==> src/rtl/vl_element_sequencer.sv <==
// vl_element_sequencer
// Takes one committed vector op (vl, vtype, base register vd) per handshake
// and walks it one element at a time. Each micro-op carries the element
// index, the physical register inside the LMUL group and the byte offset
// inside that register. Malformed ops are rejected with an err pulse, and
// vl==0 ops finish immediately with a done pulse.
//
// state   | meaning
// --------+------------------------------------------------------------
// S_IDLE  | waiting for an op; in_ready high; checks and latches op
// S_ISSUE | presenting micro-ops; fields held while the lanes stall
module vl_element_sequencer #(
  parameter int VLEN   = 64,
  parameter int VREG_W = 5
) (
  input  logic              clk,
  input  logic              rst,
  input  logic              in_valid,
  output logic              in_ready,
  input  logic [6:0]        in_vl,
  input  logic [6:0]        in_vtype,
  input  logic [VREG_W-1:0] in_vd,
  output logic              out_valid,
  input  logic              out_ready,
  output logic [6:0]        out_elem_idx,
  output logic [VREG_W-1:0] out_vreg,
  output logic [2:0]        out_byte_off,
  output logic [1:0]        out_sew,
  output logic              out_last,
  output logic              done,
  output logic              err
);

  localparam logic [0:0] S_IDLE  = 1'b0;
  localparam logic [0:0] S_ISSUE = 1'b1;

  // Elements per register at SEW=8; only VLEN=64 is supported, giving 8.
  localparam logic [7:0] ELEMS_E8 = 8'(VLEN / 8);

  logic [0:0]        r_state;
  logic [6:0]        r_vl;
  logic [1:0]        r_sew;
  logic [VREG_W-1:0] r_vd;
  logic [6:0]        r_idx;
  logic [VREG_W-1:0] r_vreg;
  logic [2:0]        r_byte_off;
  logic              r_valid;
  logic              r_last;
  logic              r_done;
  logic              r_err;

  logic [1:0]        w_sew;
  logic [1:0]        w_lmul;
  logic              w_bad_vtype;
  logic [7:0]        w_vlmax;
  logic              w_vl_too_big;
  logic [VREG_W-1:0] w_align_mask;
  logic              w_misaligned;
  logic [6:0]        w_idx_nxt;
  logic [6:0]        w_grp_off;
  logic [2:0]        w_off_nxt;
  logic              w_last_nxt;

  assign w_sew        = in_vtype[4:3];
  assign w_lmul       = in_vtype[1:0];
  // Reserved SEW/LMUL encodings (bit 2 set) are treated like an invalid vtype.
  assign w_bad_vtype  = !in_vtype[6] || in_vtype[5] || in_vtype[2];
  assign w_vlmax      = (ELEMS_E8 >> w_sew) << w_lmul;
  assign w_vl_too_big = {1'b0, in_vl} > w_vlmax;
  assign w_align_mask = VREG_W'((1 << w_lmul) - 1);
  assign w_misaligned = |(in_vd & w_align_mask);

  assign w_idx_nxt  = r_idx + 7'd1;
  assign w_last_nxt = (w_idx_nxt == (r_vl - 7'd1));

  // Register within the group and byte offset of the following element.
  always_comb begin
    w_grp_off = 7'd0;
    w_off_nxt = 3'd0;
    case (r_sew)
      2'd0: begin
        w_grp_off = w_idx_nxt >> 3;
        w_off_nxt = w_idx_nxt[2:0];
      end
      2'd1: begin
        w_grp_off = w_idx_nxt >> 2;
        w_off_nxt = {w_idx_nxt[1:0], 1'b0};
      end
      2'd2: begin
        w_grp_off = w_idx_nxt >> 1;
        w_off_nxt = {w_idx_nxt[0], 2'b00};
      end
      default: begin
        w_grp_off = w_idx_nxt;
        w_off_nxt = 3'd0;
      end
    endcase
  end

  // Op acceptance, rejection and per-element issue with stall hold.
  always_ff @(posedge clk or posedge rst) begin
    if (rst) begin
      r_state    <= S_IDLE;
      r_vl       <= 7'd0;
      r_sew      <= 2'd0;
      r_vd       <= '0;
      r_idx      <= 7'd0;
      r_vreg     <= '0;
      r_byte_off <= 3'd0;
      r_valid    <= 1'b0;
      r_last     <= 1'b0;
      r_done     <= 1'b0;
      r_err      <= 1'b0;
    end else begin
      r_done <= 1'b0;
      r_err  <= 1'b0;
      case (r_state)
        S_IDLE: begin
          if (in_valid) begin
            if (w_bad_vtype || w_vl_too_big || w_misaligned) begin
              r_err <= 1'b1;
            end else if (in_vl == 7'd0) begin
              r_done <= 1'b1;
            end else begin
              r_vl       <= in_vl;
              r_sew      <= w_sew;
              r_vd       <= in_vd;
              r_idx      <= 7'd0;
              r_vreg     <= in_vd;
              r_byte_off <= 3'd0;
              r_valid    <= 1'b1;
              r_last     <= (in_vl == 7'd1);
              r_state    <= S_ISSUE;
            end
          end
        end
        S_ISSUE: begin
          if (out_ready) begin
            if (r_last) begin
              r_valid <= 1'b0;
              r_last  <= 1'b0;
              r_done  <= 1'b1;
              r_state <= S_IDLE;
            end else begin
              r_idx      <= w_idx_nxt;
              r_vreg     <= r_vd + w_grp_off[VREG_W-1:0];
              r_byte_off <= w_off_nxt;
              r_last     <= w_last_nxt;
            end
          end
        end
        default: r_state <= S_IDLE;
      endcase
    end
  end

  assign in_ready     = (r_state == S_IDLE);
  assign out_valid    = r_valid;
  assign out_elem_idx = r_idx;
  assign out_vreg     = r_vreg;
  assign out_byte_off = r_byte_off;
  assign out_sew      = r_sew;
  assign out_last     = r_last;
  assign done         = r_done;
  assign err          = r_err;

endmodule

==> config.mk <==
export PLATFORM = sky130hd
export DESIGN_NAME = vl_element_sequencer
export DESIGN_NICKNAME = d
export VERILOG_FILES = /design/src/rtl/vl_element_sequencer.sv
export SDC_FILE = /design/constraint.sdc
export NUM_CORES = 1
export LEC_CHECK = 0
export BUFFER_PORTS_ARGS = -buffer_cell sky130_fd_sc_hd__buf_4
export CORE_UTILIZATION = 25
export CTS_CLUSTER_DIAMETER = 50
export CTS_CLUSTER_SIZE = 25
export DETAILED_ROUTE_END_ITERATION = 6
export PLACE_DENSITY_LB_ADDON = 0.12
export SLEW_MARGIN = 20
export SYNTH_ARGS = -nofsm -noshare
export SYNTH_HDL_FRONTEND = slang
export SYNTH_SLANG_ARGS = --single-unit
==> constraint.sdc <==
create_clock -name clk -period 3.1 [get_ports clk]
set_input_delay 0.62 -clock clk [delete_from_list [all_inputs] [get_ports clk]]
set_output_delay 0.62 -clock clk [all_outputs]
set_load 0.02 [all_outputs]
==> results of run 1 <==
## routing by layer
metal | up-vias | wire [um] | GRT usage [%] | part of all wire (%)
met4 | 0 | 140 | 5.128 | 2.3
met3 | 11 | 177 | 2.577 | 2.9
met5 | - | 0 | 0 | 0
met2 | 38 | 2695 | 21.34 | 44
li1 | 964 | - | - | -
met1 | 914 | 3116 | 18.61 | 51
## flip-flops by register name, summed over array words and instances, names as in the netlist
signal,cells
err,1
r_state,1
out_elem_idx,7
out_byte_off,3
r_vd,5
out_vreg,5
out_last,1
done,1
out_sew,2
r_vl,7
out_valid,1
## cells by family (layout without fill, tap and decap cells)
family	count (synthesis)	after routing	share of synthesized area (%)
AOI/OAI and AO/OA	41	41	10.71
and+or+nand+nor	86	86	20.34
adders and majority gates	15	15	8.483
muxes	24	24	12.34
DFF	34	34	36.98
xor gates and xnor gates	21	21	7.993
buffers and inverters	16	79	3.154
## through the flow
stage | hold WS, ns | utilization [%] | cell area (um2) | power [mW] | std cells
3_3_place_gp | 0.4652 | 32.65 | 2875 | 1.881 | 399
2_1_floorplan | 0.4649 | - | 2301 | 1.415 | 237
5_1_grt | 0.4995 | 33.89 | 2984 | 2.412 | 408
3_5_place_dp | 0.4727 | 32.65 | 2875 | 1.885 | 399
4_1_cts | 0.4575 | 33.69 | 2967 | 2.246 | 407
6_report | 0.4416 | 33.89 | 2984 | 2.232 | 408
## final cells by class
class / instances / area, um2 / area share [%]
clock buffers: 7 / 86.33 / 2.893
clock inverters: 1 / 5.005 / 0.1677
inverters: 7 / 26.28 / 0.8805
multi-input cells: 187 / 1388 / 46.50
flip-flops and latches: 34 / 850.8 / 28.51
well taps: 108 / 135.1 / 4.528
repair buffers: 64 / 493.0 / 16.52
## cells in the final DEF, fill, tap and decap left out, drive strengths merged, types with 2 or more instances in the layout
master / synthesis / final
or3: 2 / 2
o22ai: 3 / 3
xnor2: 16 / 16
buf: 3 / 64
dfrtp: 34 / 34
inv: 7 / 7
or2: 3 / 3
nor2: 11 / 11
nor2b: 4 / 4
nor3b: 3 / 3
xor2: 5 / 5
clkbuf: 6 / 7
and3: 2 / 2
nor4: 3 / 3
o21ai: 15 / 15
a21oi: 10 / 10
ha: 14 / 14
nor3: 5 / 5
nand4: 2 / 2
mux2: 20 / 20
nand3: 9 / 9
nand3b: 6 / 6
a21o: 5 / 5
mux2i: 4 / 4
nand2: 29 / 29
## worst max-delay path by stage
stage                      endpoint       startpoint  cells past startpoint
floorplan               out_vreg[4]  out_elem_idx[1]                     13
global placement        out_vreg[0]      in_vtype[0]                     13
detailed placement  out_byte_off[1]      in_vtype[0]                     13
finish                  out_vreg[4]  out_elem_idx[0]                     13
CTS                     out_vreg[4]  out_elem_idx[1]                     14
global route            out_vreg[4]  out_elem_idx[0]                     13
## report_power, final
| group | switching, mW | leakage (nW) | internal (mW) |
|---|---|---|---|
| clock | 0.170 | 0.0482 | 0.179 |
| combinational | 0.599 | 0.949 | 0.594 |
| sequential | 0.122 | 0.435 | 0.568 |
## worst max-delay path, delay by kind of cell, from the launching register on
kind | cells | cell delay, ns
and+or+nand+nor | 3 | 0.57
muxes | 2 | 0.25
xor gates and xnor gates | 2 | 0.30
AOI/OAI and AO/OA | 4 | 0.56
DFF | 1 | 0.38
adders and majority gates | 2 | 0.68
## timing repair
action                                  in CTS  in global routing
gates resized for setup                      0                  3
endpoints found under the setup margin       0                  1
setup buffers                                0                  1
==> flow_summary.toml, run 1 <==
[outcome]
status = "finished with violations"
failed_checks = "DRC"

[global_routing]
antenna_found_initial = 0
grt_max_degree = 35
gr-total-overflow = 0
track_usage_pct = 13.64
grt_pass1_vias = 1895
grt_pass1_wl_um = 10130

[synth]
yosysSeqAreaShare_pct = 36.98
syn_nets = 275
avgSynthCellArea_um2 = 9.709
yosysWarnings = 0
synth_top_flop_cell = "dfrtp_1"
synth.most_common_cell = "dfrtp_1"
ys_ff_latch = 34
synthDistinctLibCells = 48
yosysTopAreaCellShare_pct = 36.98
synth_top_area_cell = "dfrtp_1"
ys_async_sr_fraction_pct = 100.0
synth_area_leaders = "dfrtp_1 (37%), ha_1 (7.6%), xnor2_1 (6.1%), nand2_1 (4.7%), mux2_1 (3.9%)"
synth_edf_count = 0
syn_area_mm2 = 0.002301
synth_cells = 237
synth.cells.most_frequent = "dfrtp_1 (34), nand2_1 (29), xnor2_1 (16)"

[critical_path]
reg2reg_from = "out_elem_idx[0]"
critPathMaxStageDelay_ns = 0.44
start_kind = "flop"
timing.rr.end = "out_vreg[4]"
slowest_stage = "fa_1"
crit_required_ns = 3.28
cp_max_fo = 4
worst_ep_arrival_time_ns = 3.04
rr_worst_depth = 13
endpoint_kind = "flop"
worstSetupPathType = "reg2reg"
ff2ff_setup_slack_ns = 0.24
cpMostUsedCell = "mux2i_1"
worstPathCellList = "ha_1, and3_1, xnor2_1, mux2i_1, nand2_1, o21ai_0, fa_1, a21o_1, a21oi_1, xor2_1, or2_2, mux2i_1, o2bb2ai_1"

[clock_network]
clk_pin_slew_ns = 0.07
cts_sinks = 34
insertion_delay_ns = 0.29
cts_root_buffer = "clkbuf_8"
hold_buffers = 0
clockBufferDepth = 2
htreeDepth = 2
cts_tree = "done"
numCtsBuffers = 5

[sta]
fin_tns_setup_ns = 0
finalCriticalPeriod_ns = 2.861
rsz0062_at_grt = "no"
relSlewSlack_pct = 63.02
layout_setup_ws_ns = 0.2393
hold_viol = 0
fin_crit_sh_pct = 92.28
tightest_slew_ns = 0.5547
report.final.slew_viol_count = 0
max_clock_freq_mhz = 349.6
finClkSkew_ns = 0.003546
setup_viol = 0

[placement]
dp.final_hpwl_um = 4702
place_worst_setup_slack_ns = -0.04415
gp_congestion = 0.8333
io_buffers = 44

[floorplan]
start_util_pct = 26.13
io_pins = 45
dieWidth_um = 97.94
core_area_mm2 = 0.008806
dieArea_mm2 = 0.009591
num_rows = 34
dieHeight_um = 97.94

[finish]
diodes = 0
fillers = 924
nNetsFinal = 337
drive_gt1_share_pct = 30.33
syn_to_final_growth_pct = 29.69

[power]
powerDensity_mw_per_mm2 = 747.8
vdd_drop_max_uv = 186.1
p_leak_nw = 1.433

[route]
drtPass1Iterations = 6
drt-initial-drc-count = 66
wire_per_inst_um = 15.03
wl_um = 6131
vias = 1927
viasPerCell = 4.723
drt.antenna.violating_nets = 0
detail_route.drc_violations = 1

[min_path]
min_path_type = "in2async"

[flow_run]
maxCapViolCount = 0
Note: power is estimated with default switching activity, not from simulation.
==> inputs of run 2 (changes only) <==
- CORE_ASPECT_RATIO: default -> 1.75
==> flow_summary.toml, run 2 (synthesis gave the netlist of run 1 again) <==
[clock_network]
cts_root_buffer = "clkbuf_16"
clk_pin_slew_ns = 0.05
clockBufferDepth = 2
numCtsBuffers = 5
htreeDepth = 2
post_cts_buffers = 0
cts_tree = "done"
insertion_delay_ns = 0.28
cts_sinks = 34

[critical_path]
start_kind = "flop"
slowest_stage = "fa_1"
ff2ff_setup_slack_ns = 0.19
worstSetupPathType = "reg2reg"
rr_worst_depth = 12
endpoint_kind = "flop"
crit_required_ns = 3.27
crit_start = "out_elem_idx[0]"
timing.rr.end = "out_vreg[4]"
reg2reg_from = "out_elem_idx[0]"
crit_buf_inv = 0
critPathMaxStageDelay_ns = 0.41
worst_ep_arrival_time_ns = 3.07
path_delay_family = "adder cells"
cp_max_fo = 3
worstPathCellList = "ha_1, xor2_1, o21ai_0, mux2i_1, ha_1, fa_1, a21o_1, a21oi_2, xor2_1, or2_2, mux2i_1, o2bb2ai_1"

[floorplan]
io_pins = 45
core_area_mm2 = 0.008979
start_util_pct = 25.63
num_rows = 46
dieHeight_um = 128.9
dieWidth_um = 74.52
dieArea_mm2 = 0.009606

[route]
drt-initial-drc-count = 57
wire_per_inst_um = 14.85
viasPerCell = 4.638
drt.antenna.violating_nets = 0
drtPass1Iterations = 4
detail_route.drc_violations = 0
wl_um = 6192
vias = 1934

[placement]
gp_congestion = 0.7523
io_buffers = 44
place_area_mm2 = 0.002863
dp.final_hpwl_um = 4892
dp_cells = 409

[sta]
max_clock_freq_mhz = 343.9
finalCriticalPeriod_ns = 2.908
hold_viol = 0
rsz0062_at_grt = "no"
fin_crit_sh_pct = 93.80
tightest_slew_ns = 0.5431
relSlewSlack_pct = 63.80
setup_viol = 0
report.final.slew_viol_count = 0
finClkSkew_ns = 0.002744

[global_routing]
antenna_found_initial = 0
grt_pass1_wl_um = 10120
grt_max_degree = 35
grt_pass1_vias = 1925
gr-total-overflow = 0
track_usage_pct = 14.42

[finish]
multi_input_comb_area_mm2 = 0.001401
fin_area_mm2 = 0.003035
instances_no_fill = 417
syn_to_final_growth_pct = 31.92
seq_area_um2 = 852.1
fillers = 990
nNetsFinal = 334
mostFrequentLayoutCells = "buf_4 (61), dfrtp_1 (33), nand2_1 (29)"
drive_gt1_share_pct = 30.64
diodes = 0
mostFrequentLayoutCell = "buf_4"

[power]
p_leak_nw = 1.444
vdd_drop_max_uv = 220.5
powerDensity_mw_per_mm2 = 765.2

[outcome]
status = "complete, no violations"

[min_path]
min_path_type = "in2async"

[flow_run]
maxCapViolCount = 0
[run 2: cell count changes in the layout (fill, tap and decap cells not counted), sizes merged]
cell,delta
buf,-3
[run 2: stage by stage]
| step | utilization, % | power, mW | setup slack, ns | TNS (ns) | hold WS [ns] |
|---|---|---|---|---|---|
| floorplan | - | 1.415 | 0.1461 | 0 | 0.4649 |
| global placement | 31.88 | 1.823 | -0.01477 | -0.07142 | 0.4683 |
| detailed placement | 31.88 | 1.824 | -0.07233 | -0.3464 | 0.4735 |
| CTS | 33.53 | 2.349 | 0.08421 | 0 | 0.4676 |
| global route | 33.81 | 2.496 | 0.02459 | 0 | 0.5061 |
| finish | 33.81 | 2.323 | 0.1923 | 0 | 0.4423 |
[run 2: worst max path at each step]
stage | endpoint | slack, ns | depth (start not counted)
floorplan | out_vreg[4] | 0.15 | 13
global placement | out_vreg[2] | -0.01 | 12
detailed placement | out_vreg[2] | -0.07 | 12
CTS | out_vreg[4] | 0.08 | 14
global route | out_vreg[4] | 0.02 | 14
finish | out_vreg[4] | 0.19 | 12
[run 2: cell type report]
class / count / share of cell area, %
multi-input combinational: 187 / 46.17
sequential: 34 / 28.07
timing repair buffer: 61 / 15.09
tap: 120 / 4.946
clock buffer: 7 / 4.699
inverter: 7 / 0.8656
clock inverter: 1 / 0.1649
[run 2: repair_timing]
item,CTS,global route
hold buffers,0,0
resized for setup,0,6
setup endpoints to repair,0,6
[run 2: per-layer routing]
| metal | global-route usage [%] | part of all wire, % | vias to the layer above |
|---|---|---|---|
| li1 | - | - | 958 |
| met1 | 16.48 | 39 | 934 |
| met2 | 25.81 | 56 | 33 |
| met3 | 2.114 | 2.8 | 9 |
| met4 | 6.215 | 2.1 | 0 |
| met5 | 0 | 0 | - |
[run 2: worst min-delay path: cells and delay by family]
kind	cells	cell delay [ns]
buffers and inverters	3	0.54
[run 2: report_power, final]
group	internal (mW)	switching (mW)
Sequential	0.570	0.136
Clock	0.318	0.189
Combinational	0.532	0.577
Total	1.42	0.902
==> inputs of run 3 (changes only) <==
- RECOVER_POWER: default -> 25
==> flow_summary.toml, run 3 (synthesis gave the netlist of run 1 again) <==
[placement]
io_buffers = 44
place_area_mm2 = 0.002863
dp.final_hpwl_um = 4892
gp_congestion = 0.7523

[clock_network]
insertion_delay_ns = 0.28
hold_buffers = 0
cts_sinks = 34
clk_pin_slew_ns = 0.05
cts_root_buffer = "clkbuf_16"
numCtsBuffers = 5
htreeDepth = 2
post_cts_buffers = 0
cts_tree = "done"
clockBufferDepth = 2

[route]
drt.antenna.violating_nets = 0
wire_per_inst_um = 14.85
drtPass1Iterations = 4
drt-initial-drc-count = 57
wl_um = 6192
viasPerCell = 4.638
detail_route.drc_violations = 0
vias = 1934

[finish]
drive_gt1_share_pct = 30.30
mostFrequentLayoutCells = "buf_4 (59), dfrtp_1 (33), nand2_1 (29)"
mostFrequentLayoutCell = "buf_4"
syn_to_final_growth_pct = 31.76
nNetsFinal = 334
fin_area_mm2 = 0.003032
diodes = 0
fillers = 992

[outcome]
status = "finished with violations"
failed_checks = "capacitance limit, slew limit"

[critical_path]
worstSetupPathType = "reg2reg"
endpoint_kind = "flop"
worst_ep_arrival_time_ns = 3.07
crit_start = "out_elem_idx[0]"
crit_required_ns = 3.27
cp_max_fo = 3
reg2reg_from = "out_elem_idx[0]"
start_kind = "flop"

[global_routing]
antenna_found_initial = 0
grt_pass1_vias = 1925
gr-total-overflow = 0
grt_max_degree = 35
grt_pass1_wl_um = 10120
track_usage_pct = 14.42

[floorplan]
dieHeight_um = 128.9
start_util_pct = 25.63
dieArea_mm2 = 0.009606
core_area_mm2 = 0.008979
num_rows = 46
dieWidth_um = 74.52
io_pins = 45

[min_path]
hp-start = "out_byte_off[2]"
min_path_type = "reg2reg"

[power]
p_total_mw = 2.322
powerDensity_mw_per_mm2 = 765.9
seq_power_share_pct = 30.4
vdd_drop_max_uv = 220.5
clock_power_share_pct = 21.8
swShare_pct = 38.85
p_leak_nw = 1.440
pwr-share-comb_pct = 47.8
p_int_mw = 1.420
switching_power_mw = 0.9021

[sta]
report.final.slew_viol_count = 35
rsz0062_at_grt = "no"
hold_viol = 0
relSlewSlack_pct = -28.55
fin_crit_sh_pct = 93.80
tightest_slew_ns = 1.928
max_clock_freq_mhz = 343.9
setup_viol = 0
finClkSkew_ns = 0.002744
finalCriticalPeriod_ns = 2.908

[flow_run]
maxCapViolCount = 1
run 3: cell type report:
class | count | area (um2) | share of cell area, %
sequential | 34 | 852.1 | 28.11
clock buffer | 7 | 142.6 | 4.705
timing repair buffer | 61 | 454.2 | 14.98
inverter | 7 | 26.28 | 0.8667
clock inverter | 1 | 5.005 | 0.1651
multi-input combinational | 187 | 1401 | 46.22
tap | 120 | 150.1 | 4.953
run 3: what timing repair did:
action	4_1_cts	5_1_grt
setup endpoints to repair	0	6
hold endpoints to repair	0	0
resized for setup	0	6
run 3: path summary, 6_finish.rpt:
path / slack, ns / cells past startpoint / endpoint
hold reg to reg: 0.49 / 1 / out_byte_off[2]
max in group asynchronous: 0.83 / 3 / out_elem_idx[2]
setup reg to reg: 0.19 / 12 / out_vreg[4]
setup / recovery: 0.19 / 12 / out_vreg[4]
min in group asynchronous: 1.03 / 3 / out_vreg[2]
hold / removal: 0.49 / 1 / out_byte_off[2]
run 3: per-layer routing:
metal,part of all wire [%],up-vias,track usage [%]
met5,0,-,0
met4,2.1,0,6.215
met3,2.8,9,2.114
met2,56,33,25.81
met1,39,934,16.48
li1,-,958,-
run 3: worst max-delay path, cell delays in order (launching register included):
cell       delay [ns]
dfrtp_1          0.37
ha_1             0.24
xor2_1           0.20
o21ai_0          0.28
mux2i_1          0.15
ha_1             0.23
fa_1             0.41
a21o_1           0.19
a21oi_2          0.14
xor2_1           0.08
or2_2            0.27
mux2i_1          0.14
o2bb2ai_1        0.09
run 3: power groups by stage:
stage          Combinational [mW]  Sequential, mW  Clock [mW]
6_report                     1.11           0.706       0.507
5_1_grt                      1.23           0.729       0.539
4_1_cts                      1.12           0.706       0.524
3_5_place_dp                 1.11           0.711           0
3_3_place_gp                 1.11           0.712           0
2_1_floorplan               0.652           0.763           0
run 3: per-stage QoR:
stage / hold WS, ns / setup slack (ns) / cells / utilization, % / setup TNS (ns)
5_1_grt: 0.5162 / 0.02459 / 417 / 33.77 / 0
6_report: 0.4874 / 0.1923 / 417 / 33.77 / 0
3_5_place_dp: 0.4735 / -0.07233 / 409 / 31.88 / -0.3464
2_1_floorplan: 0.4649 / 0.1461 / 237 / - / 0
3_3_place_gp: 0.4683 / -0.01477 / 409 / 31.88 / -0.07142
4_1_cts: 0.4676 / 0.08421 / 417 / 33.53 / 0
